### src/rtl/pipeline_ctrl.sv
// ---------------------------------------------------------------------------
// pipeline_ctrl : stage enables and bubbles for the 3-stage 8051 pipeline
// Optional perf counters: PIPE_CTRL_PERF_CNT_EN        Rev 1.0
// ---------------------------------------------------------------------------
`default_nettype none

module pipeline_ctrl #(
   parameter int unsigned FLUSH_CYCLES = 1,
   parameter int unsigned FILL_CYCLES  = 2,
   parameter int unsigned MEM_TIMEOUT  = 15
) (
   input  logic        i_clk,
   input  logic        i_rst,
   input  logic        i_pc_load,
   input  logic        i_mem_req,
   input  logic        i_mem_ready,
   input  logic        i_halt,
   input  logic        i_resume,
   output logic        o_pc_en,
   output logic        o_ir_en,
   output logic        o_ir_flush,
   output logic        o_buf1_en,
   output logic        o_buf1_flush,
   output logic        o_buf2_en,
   output logic [2:0]  o_state,
   output logic        o_timeout,
   output logic [15:0] o_stall_cnt,
   output logic [15:0] o_flush_cnt
);

   typedef enum logic [2:0] {
      ST_FILL  = 3'd0,
      ST_RUN   = 3'd1,
      ST_FLUSH = 3'd2,
      ST_STALL = 3'd3,
      ST_HALT  = 3'd4
   } state_e;

   localparam logic [7:0] FILL_LAST  = 8'(FILL_CYCLES - 1);
   localparam logic [7:0] FLUSH_LAST = 8'(FLUSH_CYCLES - 1);
   localparam logic [7:0] TMO_LAST   = 8'(MEM_TIMEOUT - 1);
   localparam bit         FLUSH_MULTI = (FLUSH_CYCLES > 1);

   state_e     state_q, state_d;
   logic [7:0] cnt_q, cnt_d;
   logic       timeout_q, timeout_d;

   always_ff @(posedge i_clk) begin
      if (i_rst) begin
         state_q   <= ST_FILL;
         cnt_q     <= 8'd0;
         timeout_q <= 1'b0;
      end else begin
         state_q   <= state_d;
         cnt_q     <= cnt_d;
         timeout_q <= timeout_d;
      end
   end

   always_comb begin
      state_d      = state_q;
      cnt_d        = cnt_q;
      timeout_d    = timeout_q;
      o_pc_en      = 1'b0;
      o_ir_en      = 1'b0;
      o_ir_flush   = 1'b0;
      o_buf1_en    = 1'b0;
      o_buf1_flush = 1'b0;
      o_buf2_en    = 1'b0;

      case (state_q)
         ST_FILL: begin
            o_pc_en      = 1'b1;
            o_ir_en      = 1'b1;
            o_buf1_en    = 1'b1;
            o_buf1_flush = 1'b1;
            o_buf2_en    = 1'b1;
            if (cnt_q >= FILL_LAST) begin
               state_d = ST_RUN;
               cnt_d   = 8'd0;
            end else begin
               cnt_d = cnt_q + 8'd1;
            end
         end

         ST_RUN: begin
            if (i_mem_req && !i_mem_ready) begin
               // A coincident branch is dropped: IR is held, so decode re-raises it.
               o_buf2_en = 1'b1;
               state_d   = ST_STALL;
               cnt_d     = 8'd0;
            end else if (i_halt) begin
               state_d = ST_HALT;
            end else if (i_pc_load) begin
               o_pc_en    = 1'b1;
               o_ir_en    = 1'b1;
               o_ir_flush = 1'b1;
               o_buf1_en  = 1'b1;
               o_buf2_en  = 1'b1;
               state_d    = FLUSH_MULTI ? ST_FLUSH : ST_RUN;
               cnt_d      = 8'd1;
            end else begin
               o_pc_en   = 1'b1;
               o_ir_en   = 1'b1;
               o_buf1_en = 1'b1;
               o_buf2_en = 1'b1;
            end
         end

         ST_FLUSH: begin
            o_pc_en    = 1'b1;
            o_ir_en    = 1'b1;
            o_ir_flush = 1'b1;
            o_buf1_en  = 1'b1;
            o_buf2_en  = 1'b1;
            if (cnt_q >= FLUSH_LAST) begin
               state_d = ST_RUN;
               cnt_d   = 8'd0;
            end else begin
               cnt_d = cnt_q + 8'd1;
            end
         end

         ST_STALL: begin
            o_buf2_en = (cnt_q == 8'd0);
            if (i_mem_ready) begin
               o_buf1_en = 1'b1;
               state_d   = ST_RUN;
               cnt_d     = 8'd0;
            end else if (cnt_q >= TMO_LAST) begin
               // Abort: the stalled instruction is replaced by a NOP in Buffer 1.
               timeout_d    = 1'b1;
               o_buf1_en    = 1'b1;
               o_buf1_flush = 1'b1;
               state_d      = ST_RUN;
               cnt_d        = 8'd0;
            end else begin
               cnt_d = cnt_q + 8'd1;
            end
         end

         ST_HALT: begin
            if (i_resume) begin
               state_d = ST_RUN;
            end
         end

         default: begin
            state_d = ST_FILL;
            cnt_d   = 8'd0;
         end
      endcase
   end

   assign o_state   = state_q;
   assign o_timeout = timeout_q;

`ifdef PIPE_CTRL_PERF_CNT_EN
   logic [15:0] stall_cnt_q, flush_cnt_q;
   logic        flush_evt;

   assign flush_evt = (state_q == ST_RUN) && i_pc_load && !i_halt
                      && !(i_mem_req && !i_mem_ready);

   always_ff @(posedge i_clk) begin
      if (i_rst) begin
         stall_cnt_q <= 16'h0000;
         flush_cnt_q <= 16'h0000;
      end else begin
         if ((state_q == ST_STALL) && (stall_cnt_q != 16'hFFFF)) begin
            stall_cnt_q <= stall_cnt_q + 16'd1;
         end
         if (flush_evt && (flush_cnt_q != 16'hFFFF)) begin
            flush_cnt_q <= flush_cnt_q + 16'd1;
         end
      end
   end

   assign o_stall_cnt = stall_cnt_q;
   assign o_flush_cnt = flush_cnt_q;
`else
   assign o_stall_cnt = 16'h0000;
   assign o_flush_cnt = 16'h0000;
`endif

endmodule

`default_nettype wire

### config.mk
export PLATFORM = sky130hd
export DESIGN_NAME = pipeline_ctrl
export DESIGN_NICKNAME = d
export VERILOG_FILES = /design/src/rtl/pipeline_ctrl.sv
export SDC_FILE = /design/constraint.sdc
export NUM_CORES = 1
export LEC_CHECK = 0
export ABC_CLOCK_PERIOD_IN_PS = 3200
export CAP_MARGIN = 20
export CORE_ASPECT_RATIO = 1.75
export CORE_MARGIN = 4
export CORE_UTILIZATION = 40
export CTS_CLUSTER_SIZE = 20
export DETAILED_ROUTE_END_ITERATION = 8
export PLACE_DENSITY = 0.85
export SLEW_MARGIN = 20
export SYNTH_ARGS = -nofsm -noshare
export SYNTH_HDL_FRONTEND = slang
export SYNTH_SLANG_ARGS = --single-unit
### constraint.sdc
create_clock -name i_clk -period 3.2 [get_ports i_clk]
set_input_delay 0.64 -clock i_clk [delete_from_list [all_inputs] [get_ports i_clk]]
set_output_delay 0.64 -clock i_clk [all_outputs]
set_load 0.03 [all_outputs]
==> out/qor.txt, run 1 <==
==========================================================================================
Die boundary width                                                                46.43 um
Iteration count of the initial detailed-routing pass                                     4
Via count of the first global-routing pass                                             735
Gate power share                                                                     57.4%
Post-synth EDFFs                                                                         0
Critical path class                                                           input pin to output pin
Worst-case clock buffer depth                                                            2
Antenna cell count                                                                       0
Num ports                                                                               49
Share of the cycle needed by the critical path after routing                        96.32%
Number of core rows                                                                     24
Data arrival time of the critical path                                             2.44 ns
Setup crit end kind                                                             output pin
Status                                                                           completed
Total via count after detailed routing                                                 835
Inserted Clock Buffers                                                                   3
Chain of cells forming the critical path                                      clkdlybuf4s50_1 -> nor2b_1 -> or3_1 -> o22ai_1 -> clkdlybuf4s50_1
Internal power consumption                                                       0.4570 mW
Fraction of layout cells with a size suffix above 1                                 7.801%
Count of routing violations after the opening detailed-route iteration                  38
Distinct cell type count after synthesis                                                40
Overall fraction of global-route tracks in use                                      12.95%
Maximum number of pins on one net before global-route repair                            17
Share of total power in the clock network                                            19.6%
Post-detailed-route count of antenna-violating nets                                      0
Post-Route WL                                                                      2055 um
Delay of the slowest critical-path stage                                           0.71 ns
Placeable core region                                                            2492 um^2
Sequential power share                                                               22.9%
Routed len/inst                                                                   12.31 um
Count of final max-slew check failures                                                   0
Switching Fraction                                                                  45.89%
Mapped Cells                                                                           125
Post-synthesis register bit count                                                       12
Count of cells along the worst register-to-register path                                 6
Signed area change from the synthesized netlist to the final layout                 10.65%
Max-Cap Viols                                                                            0
Grt total ovfl                                                                           0
Peak supply drop                                                                 0.3772 mV
Critical path fanouts, max                                                               4
Detail Placement HPWL                                                              1606 um
Nets@finish                                                                            153
Number of placed cells counting well taps                                              163
Number of clock sinks                                                                   12
Final period demand of the worst path                                             3.082 ns
Required @ worst endpoint                                                          2.56 ns
Master of the slowest instance on the critical path                           sky130_fd_sc_hd__clkdlybuf4s50_1
Unrepaired setup endpoints after global routing                                         no
Initial cell density of the core                                                    41.47%
DRC violations left                                                                      0
Static power due to leakage                                                      0.4911 nW
Clock insertion delay at the later pin of the skew report                          0.24 ns
Number of levels in the clock H-tree                                                     1
Most frequent cell on the critical path                                       sky130_fd_sc_hd__clkdlybuf4s50_1
Hold Path Depth                                                                          2
Areal power density over the cells                                            738.5 nW/um^2
Worst hold path class                                                         register to register
Synthesized area                                                                 1033 um^2
Seq/Total Area, Yosys                                                               23.24%
Full die area                                                                    3493 um^2
Worst clock skew                                                               0.003338 ns
Fraction of registers with async set or reset after synthesis                           0%
PortBufs                                                                                16
Element type at the critical path start                                          input pin
Clock tree from TritonCTS                                                            built
Clock tree root buffer cell                                                   sky130_fd_sc_hd__clkbuf_8
Mean cell area of the mapped netlist                                            8.268 um^2
First-pass GRT wire length                                                         3263 um
Final count of negative-setup-slack endpoints                                            0
Top achievable clock speed                                                      0.3244 GHz
Via density per instance                                                             5.000
Hold violation total from the final report                                               0
Final estimated routing congestion in global placement                              0.8402
Clock edge transition at the registers on the reported setup and hold paths        0.05 ns
Net switching power                                                              0.3876 mW
Initial antenna violation count                                                          0
Sum of negative setup slack                                                           0 ns
Cell Count, Final, Fillers Out                                                         167
Die span in y                                                                     75.24 um
Most used DFF post-synth                                                      sky130_fd_sc_hd__dfxtp_1
Number of post-CTS setup repair buffers                                                  0
Count of synthesis-stage warnings from yosys                                             0
==========================================================================================
[layout make-up]
type | instances | area [um^2]
repair buffers | 18 | 177.7
fillers | 265 | 1349
multi-input cells | 104 | 626.9
flip-flops and latches | 12 | 240.2
clock buffers | 4 | 55.05
inverters | 3 | 11.26
well taps | 26 | 32.53
[power groups by stage]
stage          clock (mW)  sequential (mW)  combinational, mW
2_1_floorplan           0            0.209              0.376
3_3_place_gp            0            0.196              0.476
3_5_place_dp            0            0.196              0.486
4_1_cts             0.170            0.194              0.489
5_1_grt             0.178            0.198              0.522
6_report            0.166            0.194              0.485
[synthesized netlist by cell type (2+ instances only)]
cell	number	area share (%)
sky130_fd_sc_hd__buf_4	33	24
sky130_fd_sc_hd__nor2_1	8	2.9
sky130_fd_sc_hd__a21oi_1	6	2.9
sky130_fd_sc_hd__and2_1	2	1.2
sky130_fd_sc_hd__nor3b_1	3	2.2
sky130_fd_sc_hd__nand2b_1	5	3.0
sky130_fd_sc_hd__clkbuf_1	2	0.73
sky130_fd_sc_hd__nand2_1	6	2.2
sky130_fd_sc_hd__nor3_1	4	1.9
sky130_fd_sc_hd__o211ai_1	2	1.5
sky130_fd_sc_hd__ha_1	4	4.8
sky130_fd_sc_hd__dfxtp_1	12	23
sky130_fd_sc_hd__inv_1	3	1.1
sky130_fd_sc_hd__a31oi_1	2	1.2
sky130_fd_sc_hd__nand3_1	2	0.97
sky130_fd_sc_hd__nor2b_1	2	1.2
sky130_fd_sc_hd__a41oi_1	3	2.5
sky130_fd_sc_hd__a211oi_1	3	2.2
sky130_fd_sc_hd__o22ai_1	2	1.2
[timing repair]
| item | in CTS | in global routing |
|---|---|---|
| resized for setup | 0 | 1 |
| hold buffers | 0 | 0 |
| endpoints found under the setup margin | 0 | 1 |
[state kept, by name (all words and copies together) (netlist names)]
signal and cells:
o_state 3, o_timeout 1, cnt_q 8
[kinds of logic (layout without fill, tap and decap cells)]
kind of cell | after synthesis | count (layout) | share of synthesized area, %
compound gates | 27 | 27 | 20.34
fa+ha+maj | 4 | 4 | 4.843
flops | 12 | 12 | 23.24
other cells | 1 | 32 | 0.3628
simple gates | 41 | 41 | 23.85
buf+inv | 40 | 25 | 27.36
[critical path: cells and delay by family]
family | cells | cell delay, ns
AOI/OAI and AO/OA | 1 | 0.17
buffers and inverters | 2 | 1.22
and+or+nand+nor | 2 | 0.42
[metrics by stage]
step / utilization, % / hold WS [ns] / setup slack [ns] / instance area, um^2 / power (mW)
2_1_floorplan: - / 0.4871 / 0.5656 / 1150 / 0.5847
3_3_place_gp: 43.57 / 0.4843 / 0.08187 / 1086 / 0.6713
3_5_place_dp: 43.57 / 0.4797 / 0.04421 / 1086 / 0.6824
4_1_cts: 45.78 / 0.4950 / 0.03960 / 1141 / 0.8526
5_1_grt: 45.88 / 0.5262 / 0.03900 / 1144 / 0.8982
6_report: 45.88 / 0.4876 / 0.1178 / 1144 / 0.8445
[metal layers]
metal / up-vias / routed length (um) / track usage, %
met5: - / 0 / 0
met4: 0 / 38 / 6.646
met3: 4 / 205 / 2.392
met2: 42 / 1092 / 24.08
met1: 378 / 719 / 12.83
li1: 411 / - / -
[placed cells by master (no fill, tap or decap), types with 2 or more instances in the layout]
cell type	count
sky130_fd_sc_hd__inv_1	3
sky130_fd_sc_hd__o211ai_1	2
sky130_fd_sc_hd__buf_4	2
sky130_fd_sc_hd__nor3_1	4
sky130_fd_sc_hd__nor2b_1	2
sky130_fd_sc_hd__ha_1	4
sky130_fd_sc_hd__a31oi_1	2
sky130_fd_sc_hd__nor3b_1	3
sky130_fd_sc_hd__a211oi_1	3
sky130_fd_sc_hd__clkbuf_8	4
sky130_fd_sc_hd__dfxtp_1	12
sky130_fd_sc_hd__nand3_1	2
sky130_fd_sc_hd__a21oi_1	6
sky130_fd_sc_hd__nand2b_1	5
sky130_fd_sc_hd__conb_1	32
sky130_fd_sc_hd__nand2_1	6
sky130_fd_sc_hd__and2_1	2
sky130_fd_sc_hd__nor2_1	8
sky130_fd_sc_hd__clkdlybuf4s50_1	15
sky130_fd_sc_hd__a41oi_1	3
sky130_fd_sc_hd__o22ai_1	2
[path summary, 6_finish.rpt]
| check | slack, ns | endpoint | start |
|---|---|---|---|
| worst max-delay path | 0.12 | o_ir_en | i_mem_ready |
| worst min-delay path | 0.49 | o_timeout | o_timeout |
| worst max register to register | 1.46 | cnt_q[3] | cnt_q[0] |
| worst min register to register | 0.49 | o_timeout | o_timeout |
Power figures use the tool's default switching activity.
==> run 2, diff against run 1 <==
- CORE_MARGIN: 4 -> unset
==> run 2 against run 1 <==
Sequential power is essentially flat. Critical endpoint is now o_buf1_en. Global-route usage grew 2.7 points. Sequential share of layout area shrank 0.091 points. Die area shrank 20%. Fmax shrank 0.51%. Critical path type unchanged. Highest routed layer unchanged.
==> out/qor.txt, run 2 (synthesis results as in run 1) <==
==========================================================================================
Status                                                                           completed   unchanged
Switching Fraction                                                                  45.97%   was 45.89%
Areal power density over the cells                                            731.1 nW/um^2   was 738.5 nW/um^2
Launch point of the worst hold path                                              o_timeout   unchanged
Element type at the critical path start                                          input pin   unchanged
Num ports                                                                               49   unchanged
Worst-margin pin slew                                                            0.5115 ns
Sequential power share                                                               23.2%   was 22.9%
Routed len/inst                                                                   11.99 um   was 12.31 um
Final core area utilization                                                         46.65%   was 45.88%
Worst-case clock buffer depth                                                            2   unchanged
Most frequent cell on the critical path                                       sky130_fd_sc_hd__clkdlybuf4s50_1   unchanged
Internal power consumption                                                       0.4537 mW   was 0.4570 mW
Count of cells along the worst register-to-register path                                 4   was 6
Share of the cycle needed by the critical path after routing                        96.81%   was 96.32%
WHS Endpoint                                                                     o_timeout   unchanged
Overall fraction of global-route tracks in use                                      15.65%   was 12.95%
Worst-case headroom to the max-slew limit                                           65.85%
Delay of the slowest critical-path stage                                           0.69 ns   was 0.71 ns
Clock insertion delay at the later pin of the skew report                          0.24 ns   about the same
Via count of the first global-routing pass                                             769   was 735
Total via count after detailed routing                                                 841   was 835
Peak supply drop                                                                 0.4370 mV   was 0.3772 mV
Static power due to leakage                                                      0.5003 nW   was 0.4911 nW
Unrepaired setup endpoints after global routing                                         no   unchanged
Worst hold path class                                                         register to register   unchanged
Placement-stage worst setup slack                                               0.03172 ns   was 0.04421 ns
Full die area                                                                    2799 um^2   was 3493 um^2
Net switching power                                                              0.3861 mW   was 0.3876 mW
FF-to-FF Start                                                                  o_state[1]   was cnt_q[0]
Placeable core region                                                            2462 um^2   was 2492 um^2
Required @ worst endpoint                                                          2.56 ns   about the same
Hold Path Depth                                                                          2   unchanged
Critical path class                                                           input pin to output pin   unchanged
Number of gates given a new drive strength after cts                                     0   unchanged
Count of routing violations after the opening detailed-route iteration                  18   was 38
Critical path fanouts, max                                                               3   was 4
Clock tree root buffer cell                                                   sky130_fd_sc_hd__clkbuf_8   unchanged
Max-Cap Viols                                                                            0   unchanged
Final setup margin                                                               0.1020 ns   was 0.1178 ns
Fraction of layout cells with a size suffix above 1                                 7.801%   unchanged
Gate power share                                                                     57.4%   about the same
Placed inst area                                                                 1086 um^2   unchanged
Share of total power in the clock network                                            19.4%   was 19.6%
Highest-count cells in the layout ignoring fill and taps                      sky130_fd_sc_hd__conb_1, sky130_fd_sc_hd__clkdlybuf4s50_1, sky130_fd_sc_hd__dfxtp_1, sky130_fd_sc_hd__nor2_1   unchanged
Post-Route WL                                                                      2002 um   was 2055 um
Grt total ovfl                                                                           0   unchanged
First-pass GRT wire length                                                         3201 um   was 3263 um
Number of levels in the clock H-tree                                                     1   unchanged
Number of core rows                                                                     24   unchanged
Initial cell density of the core                                                    41.97%   was 41.47%
Top achievable clock speed                                                      0.3228 GHz   was 0.3244 GHz
Final estimated routing congestion in global placement                              0.8627   was 0.8402
Most common cell after layout, fill and taps aside                            sky130_fd_sc_hd__conb_1   unchanged
Number of flip-flops under the largest register name                                     8   unchanged
Clock edge transition at the registers on the reported setup and hold paths        0.05 ns   about the same
Number of clock sinks                                                                   12   unchanged
DRC violations left                                                                      0   unchanged
Inserted Clock Buffers                                                                   3   unchanged
Data arrival time of the critical path                                             2.46 ns   was 2.44 ns
Final count of negative-setup-slack endpoints                                            0   unchanged
Post-detailed-route count of antenna-violating nets                                      0   unchanged
Capture instance of the worst register-to-register path                           cnt_q[3]   unchanged
Final period demand of the worst path                                             3.098 ns   was 3.082 ns
Nets@finish                                                                            153   unchanged
Flop2flop setup slack                                                              1.54 ns   was 1.46 ns
Worst clock skew                                                              0.0006391 ns   was 0.003338 ns
Hold violation total from the final report                                               0   unchanged
Number of fillers in the final layout                                                  268   was 265
Maximum number of pins on one net before global-route repair                            17   unchanged
Clock tree from TritonCTS                                                            built   unchanged
Detail Placement HPWL                                                              1549 um   was 1606 um
Register name with the most flops                                                    cnt_q   unchanged
PortBufs                                                                                16   unchanged
Register cell area after layout                                                 240.2 um^2   unchanged
Final Instance Area                                                              1149 um^2   was 1144 um^2
Signed area change from the synthesized netlist to the final layout                 11.14%   was 10.65%
Number of post-CTS setup repair buffers                                                  0   unchanged
Master of the slowest instance on the critical path                           sky130_fd_sc_hd__clkdlybuf4s50_1   unchanged
Iteration count of the initial detailed-routing pass                                     3   was 4
Die span in y                                                                     69.24 um   was 75.24 um
Count of final max-slew check failures                                                   0   unchanged
Post-CTS Hold Fix Bufs                                                                   0   unchanged
Chain of cells forming the critical path                                      clkdlybuf4s50_1 -> nor2b_1 -> or3_1 -> o22ai_1 -> clkdlybuf4s50_1   unchanged
Sum of negative setup slack                                                           0 ns   unchanged
Setup crit end kind                                                             output pin   unchanged
Die boundary width                                                                40.43 um   was 46.43 um
Total area of multi-input combinational cells                                   626.9 um^2   unchanged
Via density per instance                                                             5.036   was 5.000
Initial antenna violation count                                                          0   unchanged
Antenna cell count                                                                       0   unchanged
Launching instance or port of the critical path                                  i_mem_req   was i_mem_ready
==========================================================================================
[run 2: stage by stage]
stage	power, mW	cells	hold WS [ns]
floorplan	0.5847	156	0.4871
global placement	0.6738	163	0.4698
detailed placement	0.6849	163	0.4784
CTS	0.8515	167	0.4933
global route	0.8966	167	0.5099
finish	0.8398	167	0.4816
[run 2: layout make-up]
type | count | area share [%]
timing repair buffer | 18 | 15.90
tap | 26 | 2.832
clock buffer | 4 | 4.793
inverter | 3 | 0.9804
sequential | 12 | 20.92
multi-input combinational | 104 | 54.58
[run 2: worst max path at each step]
stage | end | slack [ns] | cells past startpoint
after floorplan | o_pc_en | 0.57 | 5
final | o_buf1_en | 0.10 | 5
after detailed placement | o_buf2_en | 0.03 | 6
after global placement | o_buf2_en | 0.12 | 6
after CTS | o_buf2_en | 0.02 | 6
after global routing | o_buf1_en | 0.004 | 5
[run 2: per-layer routing]
| layer | track usage [%] | up-vias | share of wire, % |
|---|---|---|---|
| li1 | - | 406 | - |
| met1 | 15.48 | 395 | 36 |
| met2 | 28.75 | 36 | 57 |
| met3 | 3.846 | 4 | 5.4 |
| met4 | 4.444 | 0 | 1.2 |
| met5 | 0 | - | 0 |
[run 2: power by group through the flow]
stage          Combinational, mW  Clock (mW)  Sequential [mW]
3_3_place_gp               0.478           0            0.196
3_5_place_dp               0.487           0            0.198
4_1_cts                    0.489       0.169            0.194
6_report                   0.482       0.163            0.195
2_1_floorplan              0.376           0            0.209
5_1_grt                    0.521       0.178            0.197
[run 2: critical path, delay by kind of cell]
| kind | cells | cell delay (ns) |
|---|---|---|
| AOI/OAI and AO/OA | 1 | 0.16 |
| buffers and inverters | 2 | 1.13 |
| and+or+nand+nor | 2 | 0.53 |
==> run 3, diff against run 2 <==
- SETUP_SLACK_MARGIN: unset -> 0.3
==> run 3 against run 2 <==
Clock skew unchanged. Highest routed layer unchanged. Final cell count unchanged. Largest cell class unchanged. Clock-buffer cell count unchanged.
==> out/qor.txt, run 3 (synthesis results as in run 1) <==
==========================================================================================
Status                                                                           completed   unchanged
Final count of negative-setup-slack endpoints                                            0   unchanged
Detail Placement HPWL                                                              1549 um   unchanged
Number of core rows                                                                     24   unchanged
Clock tree root buffer cell                                                   sky130_fd_sc_hd__clkbuf_8   unchanged
First-pass GRT wire length                                                         3201 um   unchanged
Worst hold path class                                                         register to register   unchanged
Register name with the most flops                                                    cnt_q   unchanged
Placement-stage worst setup slack                                               0.03172 ns   unchanged
Number of flip-flops under the largest register name                                     8   unchanged
Grt total ovfl                                                                           0   unchanged
Post-detailed-route count of antenna-violating nets                                      0   unchanged
Worst clock skew                                                              0.0006391 ns   unchanged
Inserted Clock Buffers                                                                   3   unchanged
Share of the cycle needed by the critical path after routing                        88.23%   was 96.81%
Clock insertion delay at the later pin of the skew report                          0.24 ns   about the same
Final core area utilization                                                         45.83%   was 46.65%
Setup crit end kind                                                             output pin   unchanged
Data arrival time of the critical path                                             2.18 ns   was 2.46 ns
Final Instance Area                                                              1129 um^2   was 1149 um^2
Max-Cap Viols                                                                            0   unchanged
Overall fraction of global-route tracks in use                                      15.65%   unchanged
Critical path fanouts, max                                                               3   unchanged
Nets@finish                                                                            153   unchanged
Post-CTS Hold Fix Bufs                                                                   0   unchanged
Peak supply drop                                                                 0.4149 mV   was 0.4370 mV
Final period demand of the worst path                                             2.823 ns   was 3.098 ns
Initial antenna violation count                                                          0   unchanged
Flop2flop setup slack                                                              1.54 ns   about the same
Iteration count of the initial detailed-routing pass                                     3   unchanged
Placed inst area                                                                 1086 um^2   unchanged
Antenna cell count                                                                       0   unchanged
DRC violations left                                                                      0   unchanged
Count of routing violations after the opening detailed-route iteration                  16   was 18
Full die area                                                                    2799 um^2   unchanged
Num ports                                                                               49   unchanged
Placeable core region                                                            2462 um^2   unchanged
Post-Route WL                                                                      1982 um   was 2002 um
Critical path class                                                           input pin to output pin   unchanged
Fraction of layout cells with a size suffix above 1                                 9.220%   was 7.801%
Number of levels in the clock H-tree                                                     1   unchanged
Die boundary width                                                                40.43 um   unchanged
Die span in y                                                                     69.24 um   unchanged
Most common cell after layout, fill and taps aside                            sky130_fd_sc_hd__conb_1   unchanged
Worst-margin pin slew                                                            0.5092 ns   was 0.5115 ns
Maximum number of pins on one net before global-route repair                            17   unchanged
Final estimated routing congestion in global placement                              0.8627   unchanged
Count of final max-slew check failures                                                   0   unchanged
Sum of negative setup slack                                                           0 ns   unchanged
Total via count after detailed routing                                                 839   was 841
Via count of the first global-routing pass                                             769   unchanged
Worst-case clock buffer depth                                                            2   unchanged
Clock edge transition at the registers on the reported setup and hold paths        0.05 ns   about the same
Hold violation total from the final report                                               0   unchanged
Areal power density over the cells                                            723.3 nW/um^2   was 731.1 nW/um^2
Via density per instance                                                             5.024   was 5.036
Initial cell density of the core                                                    41.97%   unchanged
Highest-count cells in the layout ignoring fill and taps                      sky130_fd_sc_hd__conb_1, sky130_fd_sc_hd__dfxtp_1, sky130_fd_sc_hd__clkdlybuf4s50_1, sky130_fd_sc_hd__nor2_1   was sky130_fd_sc_hd__conb_1, sky130_fd_sc_hd__clkdlybuf4s50_1, sky130_fd_sc_hd__dfxtp_1, sky130_fd_sc_hd__nor2_1
Routed len/inst                                                                   11.87 um   was 11.99 um
Static power due to leakage                                                      0.4933 nW   was 0.5003 nW
Final Total Pwr                                                                  0.8163 mW   was 0.8398 mW
Unrepaired setup endpoints after global routing                                        yes   was no
Worst-case headroom to the max-slew limit                                           66.01%   was 65.85%
Top achievable clock speed                                                      0.3542 GHz   was 0.3228 GHz
Element type at the critical path start                                          input pin   unchanged
Final setup margin                                                               0.3767 ns   was 0.1020 ns
PortBufs                                                                                16   unchanged
Signed area change from the synthesized netlist to the final layout                 9.201%   was 11.14%
Number of post-CTS setup repair buffers                                                  0   unchanged
Clock tree from TritonCTS                                                            built   unchanged
Required @ worst endpoint                                                          2.56 ns   about the same
Number of clock sinks                                                                   12   unchanged
==========================================================================================
## run 3: changes by cell type in the layout (fill, tap and decap cells not counted)
cell / before / now
sky130_fd_sc_hd__dlygate4sd2_1: 0 / 2
sky130_fd_sc_hd__clkdlybuf4s15_1: 0 / 2
sky130_fd_sc_hd__dlymetal6s2s_1: 3 / 0
sky130_fd_sc_hd__clkbuf_2: 0 / 2
sky130_fd_sc_hd__clkdlybuf4s50_1: 13 / 10
## run 3: layer usage
metal / share of wire, % / GRT usage (%) / vias up
met1: 35 / 15.48 / 393
met4: 1.3 / 4.444 / 0
met3: 6.0 / 3.846 / 4
met2: 58 / 28.75 / 36
met5: 0 / 0 / -
li1: - / - / 406
## run 3: critical path, cell delays in order
cell and delay, ns:
sky130_fd_sc_hd__clkdlybuf4s50_1 0.44, sky130_fd_sc_hd__nor2b_1 0.18, sky130_fd_sc_hd__or3_1 0.35, sky130_fd_sc_hd__o22ai_1 0.17, sky130_fd_sc_hd__clkdlybuf4s15_1 0.40
## run 3: metrics by stage
step / std cells / hold slack (ns)
2_1_floorplan: 156 / 0.4871
5_1_grt: 167 / 0.5099
3_5_place_dp: 163 / 0.4784
3_3_place_gp: 163 / 0.4698
4_1_cts: 167 / 0.4933
6_report: 167 / 0.4816
## run 3: path summary, 6_finish.rpt
| check | end | cells after the start | startpoint |
|---|---|---|---|
| setup / recovery | o_ir_en | 5 | i_mem_req |
| hold / removal | o_timeout | 2 | o_timeout |
| setup reg to reg | cnt_q[3] | 4 | o_state[1] |
| hold reg to reg | o_timeout | 2 | o_timeout |
## run 3: final cells by class
| cell class | instances | area [um^2] |
|---|---|---|
| flip-flops and latches | 12 | 240.2 |
| fillers | 273 | 1334 |
| multi-input cells | 104 | 626.9 |
| inverters | 3 | 11.26 |
| clock buffers | 4 | 55.05 |
| repair buffers | 18 | 162.7 |
| well taps | 26 | 32.53 |
## run 3: timing repair
item	4_1_cts	5_1_grt
resized for setup	6	6
setup endpoints to repair	6	4
pin swaps	0	0
endpoints found under the hold margin	0	0
## run 3: power by group
group | total (mW) | switching [mW] | internal, mW
sequential | 0.195 | 0.0272 | 0.168
clock | 0.163 | 0.0546 | 0.109
combinational | 0.458 | 0.303 | 0.155
total | 0.816 | 0.385 | 0.431
